## src/rtl/link_motion_if.sv

```systemverilog
// link_motion_if
//   Groups the frame-strobe/keycode inputs and the sprite-state outputs of
//   link_motion so the block and its environment connect through one bundle.
//   Clock and reset stay outside as plain ports.
//
//   Signals:
//     frame_clk    - vertical-sync-rate strobe, asynchronous to Clk
//     keycode      - current USB keycode (0x00 = none)
//     LinkX/LinkY  - top-left sprite position
//     LinkS        - sprite edge length (constant)
//     face_keycode - last valid direction keycode
//     moving       - 1 while the motion FSM is in WALK
//     walk_frame   - animation phase bit
//     tick         - one-Clk pulse per frame_clk rising edge
//     fsm_state    - raw motion FSM state (0 = IDLE, 1 = WALK), for checkers
//
//   Handshake: there is no valid/ready pair here. tick acts as a one-cycle
//   valid strobe with no back-pressure; keycode is consumed only in the tick
//   cycle and the position outputs carry the result from the next cycle on.
//
//   Modports: master = environment (drives frame_clk/keycode),
//             slave  = link_motion (drives the sprite state).
interface link_motion_if;
   logic       frame_clk;
   logic [7:0] keycode;
   logic [9:0] LinkX;
   logic [9:0] LinkY;
   logic [9:0] LinkS;
   logic [7:0] face_keycode;
   logic       moving;
   logic       walk_frame;
   logic       tick;
   logic       fsm_state;

   modport master (
      output frame_clk, keycode,
      input  LinkX, LinkY, LinkS, face_keycode, moving, walk_frame, tick,
             fsm_state
   );

   modport slave (
      input  frame_clk, keycode,
      output LinkX, LinkY, LinkS, face_keycode, moving, walk_frame, tick,
             fsm_state
   );
endinterface

```

## src/rtl/link_motion.sv

```systemverilog
// link_motion
//   Per-frame movement controller for Link's sprite. The frame strobe is
//   synchronised into Clk and edge-detected into a one-cycle tick; on each
//   tick the keycode is decoded and Link moves STEP pixels along one axis,
//   clamped to the play area. A two-state FSM (IDLE/WALK) tracks whether
//   Link is walking and drives the walk animation counter.
//
//   Ports:
//     Clk   - system clock, all state on the rising edge
//     Reset - asynchronous, active-high reset
//     bus   - link_motion_if.slave (frame_clk, keycode in; sprite state out)
module link_motion #(
   parameter int X_MIN    = 0,
   parameter int X_MAX    = 639,
   parameter int Y_MIN    = 0,
   parameter int Y_MAX    = 479,
   parameter int SIZE     = 32,
   parameter int STEP     = 2,
   parameter int X_START  = 304,
   parameter int Y_START  = 224,
   parameter int ANIM_DIV = 8
) (
   input  logic          Clk,
   input  logic          Reset,
   link_motion_if.slave  bus
);

   localparam int CW = (ANIM_DIV > 1) ? $clog2(ANIM_DIV) : 1;

   // Clamp limits and step kept 11 bits wide so the compare sees the carry
   // out of LinkX+STEP and can never wrap.
   localparam logic [10:0] X_LIM    = 11'(X_MAX - SIZE + 1);
   localparam logic [10:0] Y_LIM    = 11'(Y_MAX - SIZE + 1);
   localparam logic [10:0] X_LO     = 11'(X_MIN + STEP);
   localparam logic [10:0] Y_LO     = 11'(Y_MIN + STEP);
   localparam logic [10:0] STEP11   = 11'(STEP);
   localparam logic [9:0]  STEP10   = 10'(STEP);
   localparam logic [CW-1:0] CNT_TOP = CW'(ANIM_DIV - 1);

   typedef enum logic {
      IDLE = 1'b0,
      WALK = 1'b1
   } state_t;

   state_t        state, state_nxt;
   logic          s1, s2, s3;
   logic          tick_q;
   logic [9:0]    x_q, x_nxt;
   logic [9:0]    y_q, y_nxt;
   logic [7:0]    face_q, face_nxt;
   logic [CW-1:0] cnt_q, cnt_nxt;
   logic          wf_q, wf_nxt;

   logic          dir_up, dir_down, dir_left, dir_right, dir_valid;
   logic [10:0]   x_plus, y_plus;
   logic [9:0]    x_right, x_left, y_down, y_up;

   // Two-flop synchroniser plus history flop; tick is the registered rising
   // edge of the synchronised strobe.
   always_ff @(posedge Clk or posedge Reset) begin
      if (Reset) begin
         s1     <= 1'b0;
         s2     <= 1'b0;
         s3     <= 1'b0;
         tick_q <= 1'b0;
      end else begin
         s1     <= bus.frame_clk;
         s2     <= s1;
         s3     <= s2;
         tick_q <= s2 & ~s3;
      end
   end

   assign dir_up    = (bus.keycode == 8'h1A);
   assign dir_down  = (bus.keycode == 8'h16);
   assign dir_left  = (bus.keycode == 8'h04);
   assign dir_right = (bus.keycode == 8'h07);
   assign dir_valid = dir_up | dir_down | dir_left | dir_right;

   // Candidate positions for each direction, already clamped.
   assign x_plus  = {1'b0, x_q} + STEP11;
   assign y_plus  = {1'b0, y_q} + STEP11;
   assign x_right = (x_plus > X_LIM) ? X_LIM[9:0] : x_plus[9:0];
   assign y_down  = (y_plus > Y_LIM) ? Y_LIM[9:0] : y_plus[9:0];
   assign x_left  = ({1'b0, x_q} < X_LO) ? X_MIN[9:0] : (x_q - STEP10);
   assign y_up    = ({1'b0, y_q} < Y_LO) ? Y_MIN[9:0] : (y_q - STEP10);

   always_ff @(posedge Clk or posedge Reset) begin
      if (Reset) begin
         state  <= IDLE;
         x_q    <= 10'(X_START);
         y_q    <= 10'(Y_START);
         face_q <= 8'h16;
         cnt_q  <= '0;
         wf_q   <= 1'b0;
      end else begin
         state  <= state_nxt;
         x_q    <= x_nxt;
         y_q    <= y_nxt;
         face_q <= face_nxt;
         cnt_q  <= cnt_nxt;
         wf_q   <= wf_nxt;
      end
   end

   // Everything holds outside tick cycles; a tick either walks (move, face,
   // animate) or drops to IDLE and clears the animation.
   always_comb begin
      state_nxt = state;
      x_nxt     = x_q;
      y_nxt     = y_q;
      face_nxt  = face_q;
      cnt_nxt   = cnt_q;
      wf_nxt    = wf_q;
      if (tick_q) begin
         if (dir_valid) begin
            state_nxt = WALK;
            face_nxt  = bus.keycode;
            if (dir_up)         y_nxt = y_up;
            else if (dir_down)  y_nxt = y_down;
            else if (dir_left)  x_nxt = x_left;
            else                x_nxt = x_right;
            if (cnt_q == CNT_TOP) begin
               cnt_nxt = '0;
               wf_nxt  = ~wf_q;
            end else begin
               cnt_nxt = cnt_q + 1'b1;
            end
         end else begin
            state_nxt = IDLE;
            cnt_nxt   = '0;
            wf_nxt    = 1'b0;
         end
      end
   end

   assign bus.LinkX        = x_q;
   assign bus.LinkY        = y_q;
   assign bus.LinkS        = 10'(SIZE);
   assign bus.face_keycode = face_q;
   assign bus.moving       = (state == WALK);
   assign bus.walk_frame   = wf_q;
   assign bus.tick         = tick_q;
   assign bus.fsm_state    = state;

endmodule

```

## src/flat_wrapper.sv

```systemverilog
// flat-port wrapper written by rule: the top's interface ports become plain ports
module link_motion_flat 
#(
   parameter int X_MIN    = 0,
   parameter int X_MAX    = 639,
   parameter int Y_MIN    = 0,
   parameter int Y_MAX    = 479,
   parameter int SIZE     = 32,
   parameter int STEP     = 2,
   parameter int X_START  = 304,
   parameter int Y_START  = 224,
   parameter int ANIM_DIV = 8
)
  (Clk, Reset, bus_frame_clk, bus_keycode, bus_LinkX, bus_LinkY, bus_LinkS, bus_face_keycode, bus_moving, bus_walk_frame, bus_tick, bus_fsm_state);
  link_motion_if bus_i ();
  input  logic Clk;
  input  logic Reset;
  input wire logic [$bits(bus_i.frame_clk)-1:0] bus_frame_clk;
  input wire logic [$bits(bus_i.keycode)-1:0] bus_keycode;
  output wire logic [$bits(bus_i.LinkX)-1:0] bus_LinkX;
  output wire logic [$bits(bus_i.LinkY)-1:0] bus_LinkY;
  output wire logic [$bits(bus_i.LinkS)-1:0] bus_LinkS;
  output wire logic [$bits(bus_i.face_keycode)-1:0] bus_face_keycode;
  output wire logic [$bits(bus_i.moving)-1:0] bus_moving;
  output wire logic [$bits(bus_i.walk_frame)-1:0] bus_walk_frame;
  output wire logic [$bits(bus_i.tick)-1:0] bus_tick;
  output wire logic [$bits(bus_i.fsm_state)-1:0] bus_fsm_state;
  assign bus_i.frame_clk = bus_frame_clk;
  assign bus_i.keycode = bus_keycode;
  assign bus_LinkX = bus_i.LinkX;
  assign bus_LinkY = bus_i.LinkY;
  assign bus_LinkS = bus_i.LinkS;
  assign bus_face_keycode = bus_i.face_keycode;
  assign bus_moving = bus_i.moving;
  assign bus_walk_frame = bus_i.walk_frame;
  assign bus_tick = bus_i.tick;
  assign bus_fsm_state = bus_i.fsm_state;
  link_motion #(.X_MIN(X_MIN), .X_MAX(X_MAX), .Y_MIN(Y_MIN), .Y_MAX(Y_MAX), .SIZE(SIZE), .STEP(STEP), .X_START(X_START), .Y_START(Y_START), .ANIM_DIV(ANIM_DIV)) u_core (.Clk(Clk), .Reset(Reset), .bus(bus_i));
endmodule
```

## config.mk

```make
export PLATFORM = sky130hd
export DESIGN_NAME = link_motion_flat
export DESIGN_NICKNAME = d
export VERILOG_FILES = /design/src/rtl/link_motion_if.sv /design/src/rtl/link_motion.sv /design/src/flat_wrapper.sv
export SDC_FILE = /design/constraint.sdc
export NUM_CORES = 1
export LEC_CHECK = 0
export CORE_MARGIN = 5
export CORE_UTILIZATION = 30
export DETAILED_ROUTE_END_ITERATION = 12
export PLACE_DENSITY = 0.62
export SYNTH_ARGS = -nofsm -noshare
export SYNTH_HDL_FRONTEND = slang
export SYNTH_SLANG_ARGS = --single-unit
```

## constraint.sdc

```tcl
create_clock -name Clk -period 2.66 [get_ports Clk]
set_input_delay 0.399 -clock Clk [delete_from_list [all_inputs] [get_ports Clk]]
set_output_delay 0.399 -clock Clk [all_outputs]
set_load 0.005 [all_outputs]
```

Word-level counts from Yosys, hierarchy flattened
Cells that the tools add are included.

storage, ports and cells
  bits in registers = 37
  bits of input ports = 11
  output and inout port bits = 42
  word-level logic and storage cells = 50

cells by class
  add/subtract/negate cells = 5
  order comparisons = 4
  eq/ne operators = 6
  multiplexer cells = 12
  bitwise logic cells = 8
  reduce and logical (&&, ||, !) cells = 5

operators by type and width
  cell                     number
  $mux W10                 7
  $add A10 B2 Y11 const B  2
  $lt A10 B2 Y1 const B    2
  $sub A10 B2 Y10 const B  2
  $eq A8 B3 Y1 const B     2
  $eq A8 B5 Y1 const B     2
  $gt A11 B10 Y1 const B   1
  $gt A11 B9 Y1 const B    1
  $mux W3                  2
  $not A1 Y1               4
  $reduce_and A2 Y1        2
  $reduce_and A4 Y1        1
  $add A3 B1 Y3 const B    1
  $eq A3 B3 Y1 const B     1
  $mux W1                  3
  $or A1 B1 Y1             3
  $reduce_and A3 Y1        1
  $ne A2 B2 Y1 const B     1
  $reduce_bool A2 Y1       1
  $and A1 B1 Y1            1

Depth between registers and ports, before layout
  depth in word-level cells = 6
  depth in mapped cells = 8
  gate-level depth less buffers = 7

Worst setup path after synthesis
OpenSTA, ideal clock, no wires.

  path type = register to register
  start point = register u_core.x_q[2], in the netlist u_core.bus.LinkX[2]
  end point = register u_core.x_q[8], in the netlist u_core.bus.LinkX[8]
  library setup time = 63 ps
  data arrival time = 2338 ps
  data required time = 2597 ps
  path slack = 259 ps
  stages on the path, launching flop included = 9
  buffers on the path = 1
  clock period less this slack = 2401 ps
  cell sequence = dfrtp_1 -> ha_1 -> buf_2 -> nand3_1 -> nor3_1 -> xnor2_1 -> or4_1 -> o32ai_1 -> a311o_1

on the way
  cells in the longest elaborated chain, start to end = 4
  elaborated cells between the ends (all ways) = 7
  those cells by class = 2 x add/sub; 2 x order compare; 3 x mux

RTL lines
  item                    RTL line            RTL
  from (decl)             link_motion.sv:48   logic [9:0] x_q, x_nxt;
  from (signal assigned)  link_motion.sv:91   x_q <= 10'(X_START);
  from (signal assigned)  link_motion.sv:98   x_q <= x_nxt;
  $add A10 B2 Y11         link_motion.sv:81   assign x_plus = {1'b0, x_q} + STEP11;
  $gt A11 B10 Y1          link_motion.sv:83   assign x_right = (x_plus > X_LIM) ? X_LIM[9:0] : x_plus[9:0];
  $mux W10                link_motion.sv:83
  $mux W10 (*)            link_motion.sv:121  else if (dir_left) x_nxt = x_left;

Mark *: on every way between the ends. The rest lies on a longest branch, timed or not.
A chain may end at the register's enable or synchronous reset.

Final worst setup path
  start point = input bus_keycode[5]
  end point = register u_core.x_q[5], in the netlist u_core.bus.LinkX[5]

on the way
  cells in the longest elaborated chain, start to end = 5
  elaborated cells between the ends (all ways) = 11
  those cells by class = 4 x eq/ne; 1 x mux; 5 x bitwise; 1 x reduce/logical

RTL lines
  item                             RTL line                              RTL
  from (decl)                      flat_wrapper.sv:19                    input wire logic [$bits(bus_i.keycode)-1:0] bus_keycode;
  $eq A8 B5 Y1 (on tied branches)  link_motion.sv:74, link_motion.sv:75
  $or A1 B1 Y1 (3 in series)       link_motion.sv:78                     assign dir_valid = dir_up | dir_down | dir_left | dir_right;
  $reduce_and A4 Y1 (no line)      -

Parallel ways exist; a longest one is shown, timed or not.

==> impl_metrics.toml <==
[synthesis]
synth_top_area_frac = 0.243
synth.distinct_cells = 62
ys_seq_elements = 35
yosysWarningCount = 0
yosysTopAreaCell = "dfrtp_1"
ys.flop_type = "dfrtp_1"
synthArstFlopShare = 1.00
syn_inst = 325
synthTopCellsByArea = "dfrtp_1 24%, dfstp_2 8.8%, a21oi_1 4.5%"
synth_edf_count = 0
syn_avg_cell_area_um2 = 8.22
ys_seq_area_frac = 0.332
syn_area_um2 = 2670

[power]
vdd_drop_max_v = 0.000316
power_switching_uw = 388
p_seq_frac = 0.434
p_int_uw = 1000
p_leak_uw = 0.00133
power_density_nw_per_um2 = 413
switching_share = 0.279
pwr-share-clk = 0.358
comb_power_share = 0.208

[finish]
nets = 389
drive_gt1_frac = 0.150
diodes = 0
nFillCells = 880
area_delta_synth_final_pct = 25.8
multi_input_area_um2 = 1590
register_area_um2 = 887
stdcell_count = 481
utilization = 0.386

[clock_network]
tritoncts = "yes"
cts_buffers = 5
htree_levels = 2
cts_setup_buffers = 0
cts_resized = 0
root_buffer = "clkbuf_8"
clock_path_buffers = 2
postCtsHoldBufs = 0
path_clk_slew_ns = 0.07
cts.sinks = 35
clkLatencyLatePin_ns = 0.28

[sta]
clock.fmax_mhz = 413
fin_tns_setup_ns = 0
finalMaxSlewViolations = 0
finalCritPeriodShare = 0.909
rsz0062_at_grt = "no"
hold_viol = 0
setup_violations = 0
min_period_ns = 2.42
fin_skew_ns = 0.00600
holdWs_ns = 0.355

[global_route]
gr-usage-all-layers = 0.126
overflow = 0
grt_max_degree = 36
first_global_vias = 2379
grt_pass1_wl_mm = 11.7
antenna_found_initial = 0

[floorplan]
std_cell_rows = 34
die_area_um2 = 10900
die_h_um = 104
coreArea_um2 = 8720
die_x_um = 104
start_util = 0.306
io_pins = 53

[worst_setup_path]
crit_type = "in2reg"
crit_path_max_fanout = 3
arrival_ns = 2.62
required_ns = 2.86
cp_slowest_stage_delay_ns = 0.63
crit_chain = "clkdlybuf4s50_1 > or4b_1 > or4_1 > a2111oi_0 > o22ai_1"
endpoint_kind = "flip-flop"
cp_slowest_cell = "or4b_1"
startpoint_type = "input port"
cp_num_buf_inv = 1
path_delay_family = "simple AND/OR/NAND/NOR gates"

[routing]
wl_per_cell_um = 14.7
route.vias.total = 2589
viasPerCell = 5.38
wl_mm = 7.08
drtAntennaViolNets = 0
drc_errors = 0
drt_iter0_markers = 120
drtPass1Iterations = 6

[placed_design]
gp_congestion = 0.876
dp_cells = 473
portBuffers = 40
dp_hpwl_mm = 5.35

[outcome]
status = "finished clean"

[worst_hold_path]
hold_class = "reg2reg"

[job]
maxCapViolations = 0
==> cell families (layout without fill, tap and decap cells) <==
| family | Yosys count | in the layout | synth area share |
|---|---|---|---|
| multiplexers | 9 | 9 | 0.0365 |
| AO/OA/AOI/OAI | 96 | 96 | 0.236 |
| flip-flops | 35 | 35 | 0.332 |
| adder cells (fa/ha/maj) | 6 | 6 | 0.0281 |
| buffers and inverters | 47 | 85 | 0.0861 |
| AND/OR/NAND/NOR | 124 | 124 | 0.259 |
| XOR/XNOR | 6 | 6 | 0.0197 |
| other | 2 | 12 | 0.00281 |
==> power by group through the flow <==
stage / logic [uW] / registers (uW) / clock network, uW
final: 289 / 603 / 497
after global routing: 321 / 608 / 537
after CTS: 289 / 602 / 513
after detailed placement: 288 / 612 / 0
after global placement: 283 / 610 / 0
after floorplan: 202 / 591 / 0
==> through the flow <==
stage	cell area (um^2)	setup slack (ns)	total power [uW]
after floorplan	2710	0.259	793
after CTS	3360	0.286	1400
after detailed placement	3240	-0.0237	900
final	3360	0.241	1390
after global routing	3360	0.110	1470
after global placement	3240	0.00486	893
==> path summary, 6_finish.rpt <==
kind | endpoint | slack (ns) | cells after the start | from
hold / removal | u_core.s2$_DFF_PP0_ | 0.36 | 0 | u_core.s1$_DFF_PP0_
setup reg to reg | u_core.bus.LinkX[5]$_DFFE_PP1P_ | 0.28 | 6 | u_core.bus.LinkX[3]$_DFFE_PP0P_
max in group asynchronous | u_core.bus.face_keycode[1]$_DFFE_PP1P_ | 1.81 | 3 | Reset
min in group asynchronous | u_core.bus.LinkX[6]$_DFFE_PP0P_ | 0.51 | 3 | Reset
setup / recovery | u_core.bus.LinkX[5]$_DFFE_PP1P_ | 0.24 | 5 | bus_keycode[5]
hold reg to reg | u_core.s2$_DFF_PP0_ | 0.36 | 0 | u_core.s1$_DFF_PP0_
==> sequential cells by signal, indices dropped and copies added, names as in the netlist, 3 cells and up <==
| register | count |
|---|---|
| u_core.bus.LinkX | 9 |
| u_core.bus.LinkY | 9 |
| u_core.cnt_q | 3 |
| u_core.bus.face_keycode | 8 |
==> layout make-up <==
class                      count  share of cell area
multi-input combinational    253               0.474
inverter                      13              0.0145
clock buffer                   6              0.0246
clock inverter                 2              0.0104
sequential                    35               0.264
timing repair buffer          64               0.173
tap                          108              0.0402
==> layout by cell type, fill, tap and decap left out, types with 3 or more instances in the layout <==
cell,synthesis,layout
clkdlybuf4s50_1,0,40
nor4_1,5,5
buf_4,13,24
ha_1,6,6
nor3_1,7,7
xnor2_1,4,4
dfstp_2,9,9
a21o_1,5,5
nand2b_1,4,4
nand4_1,4,4
o31ai_1,4,4
conb_1,2,12
and3_1,4,4
nand3_1,13,13
and2_1,9,9
or3_1,9,9
clkbuf_8,0,6
nor3b_1,3,3
mux2i_1,3,3
o21ai_0,23,23
o22ai_1,6,6
a31o_2,3,3
a31oi_1,3,3
o211ai_1,3,3
a21oi_1,24,24
or4_1,5,5
mux2_2,6,6
or2_2,3,3
nor2_1,22,22
dfrtp_1,26,26
inv_1,13,13
nand2_1,24,24
==> metal layers <==
layer | vias up | track usage | share of wire
met1 | 1238 | 0.167 | 0.46
met3 | 6 | 0.0360 | 0.056
met5 | - | 0 | 0
met2 | 77 | 0.203 | 0.47
li1 | 1268 | - | -
met4 | 0 | 0.0278 | 0.0089
==> synthesized netlist by cell type (all sizes together), types with 2 or more instances <==
master,count
and3,4
a311o,2
o211ai,3
a21boi,2
nand4,4
dfrtp,26
and2,9
clkbuf,17
a31o,3
a211o,2
a21o,5
mux2,6
ha,6
o41ai,2
a221o,2
o31ai,4
or2,3
conb,2
nand2,24
nor2b,2
xnor2,4
nor4,7
nand3,13
a22oi,2
xor2,2
or3,9
a31oi,3
inv,13
buf,17
dfstp,9
o22ai,6
nand4b,2
nand2b,4
a21oi,24
mux2i,3
or4,5
o21ai,24
nor2,22
nor3,8
nor3b,3
==> worst reg2reg max path: stages (launching register included) <==
cell       delay (ns)
dfrtp_1          0.46
or4_1            0.57
nand2b_1         0.25
o21ai_1          0.36
a21oi_1          0.07
a2111oi_0        0.44
o22ai_1          0.16
Note: power is estimated with default switching activity, not from simulation.
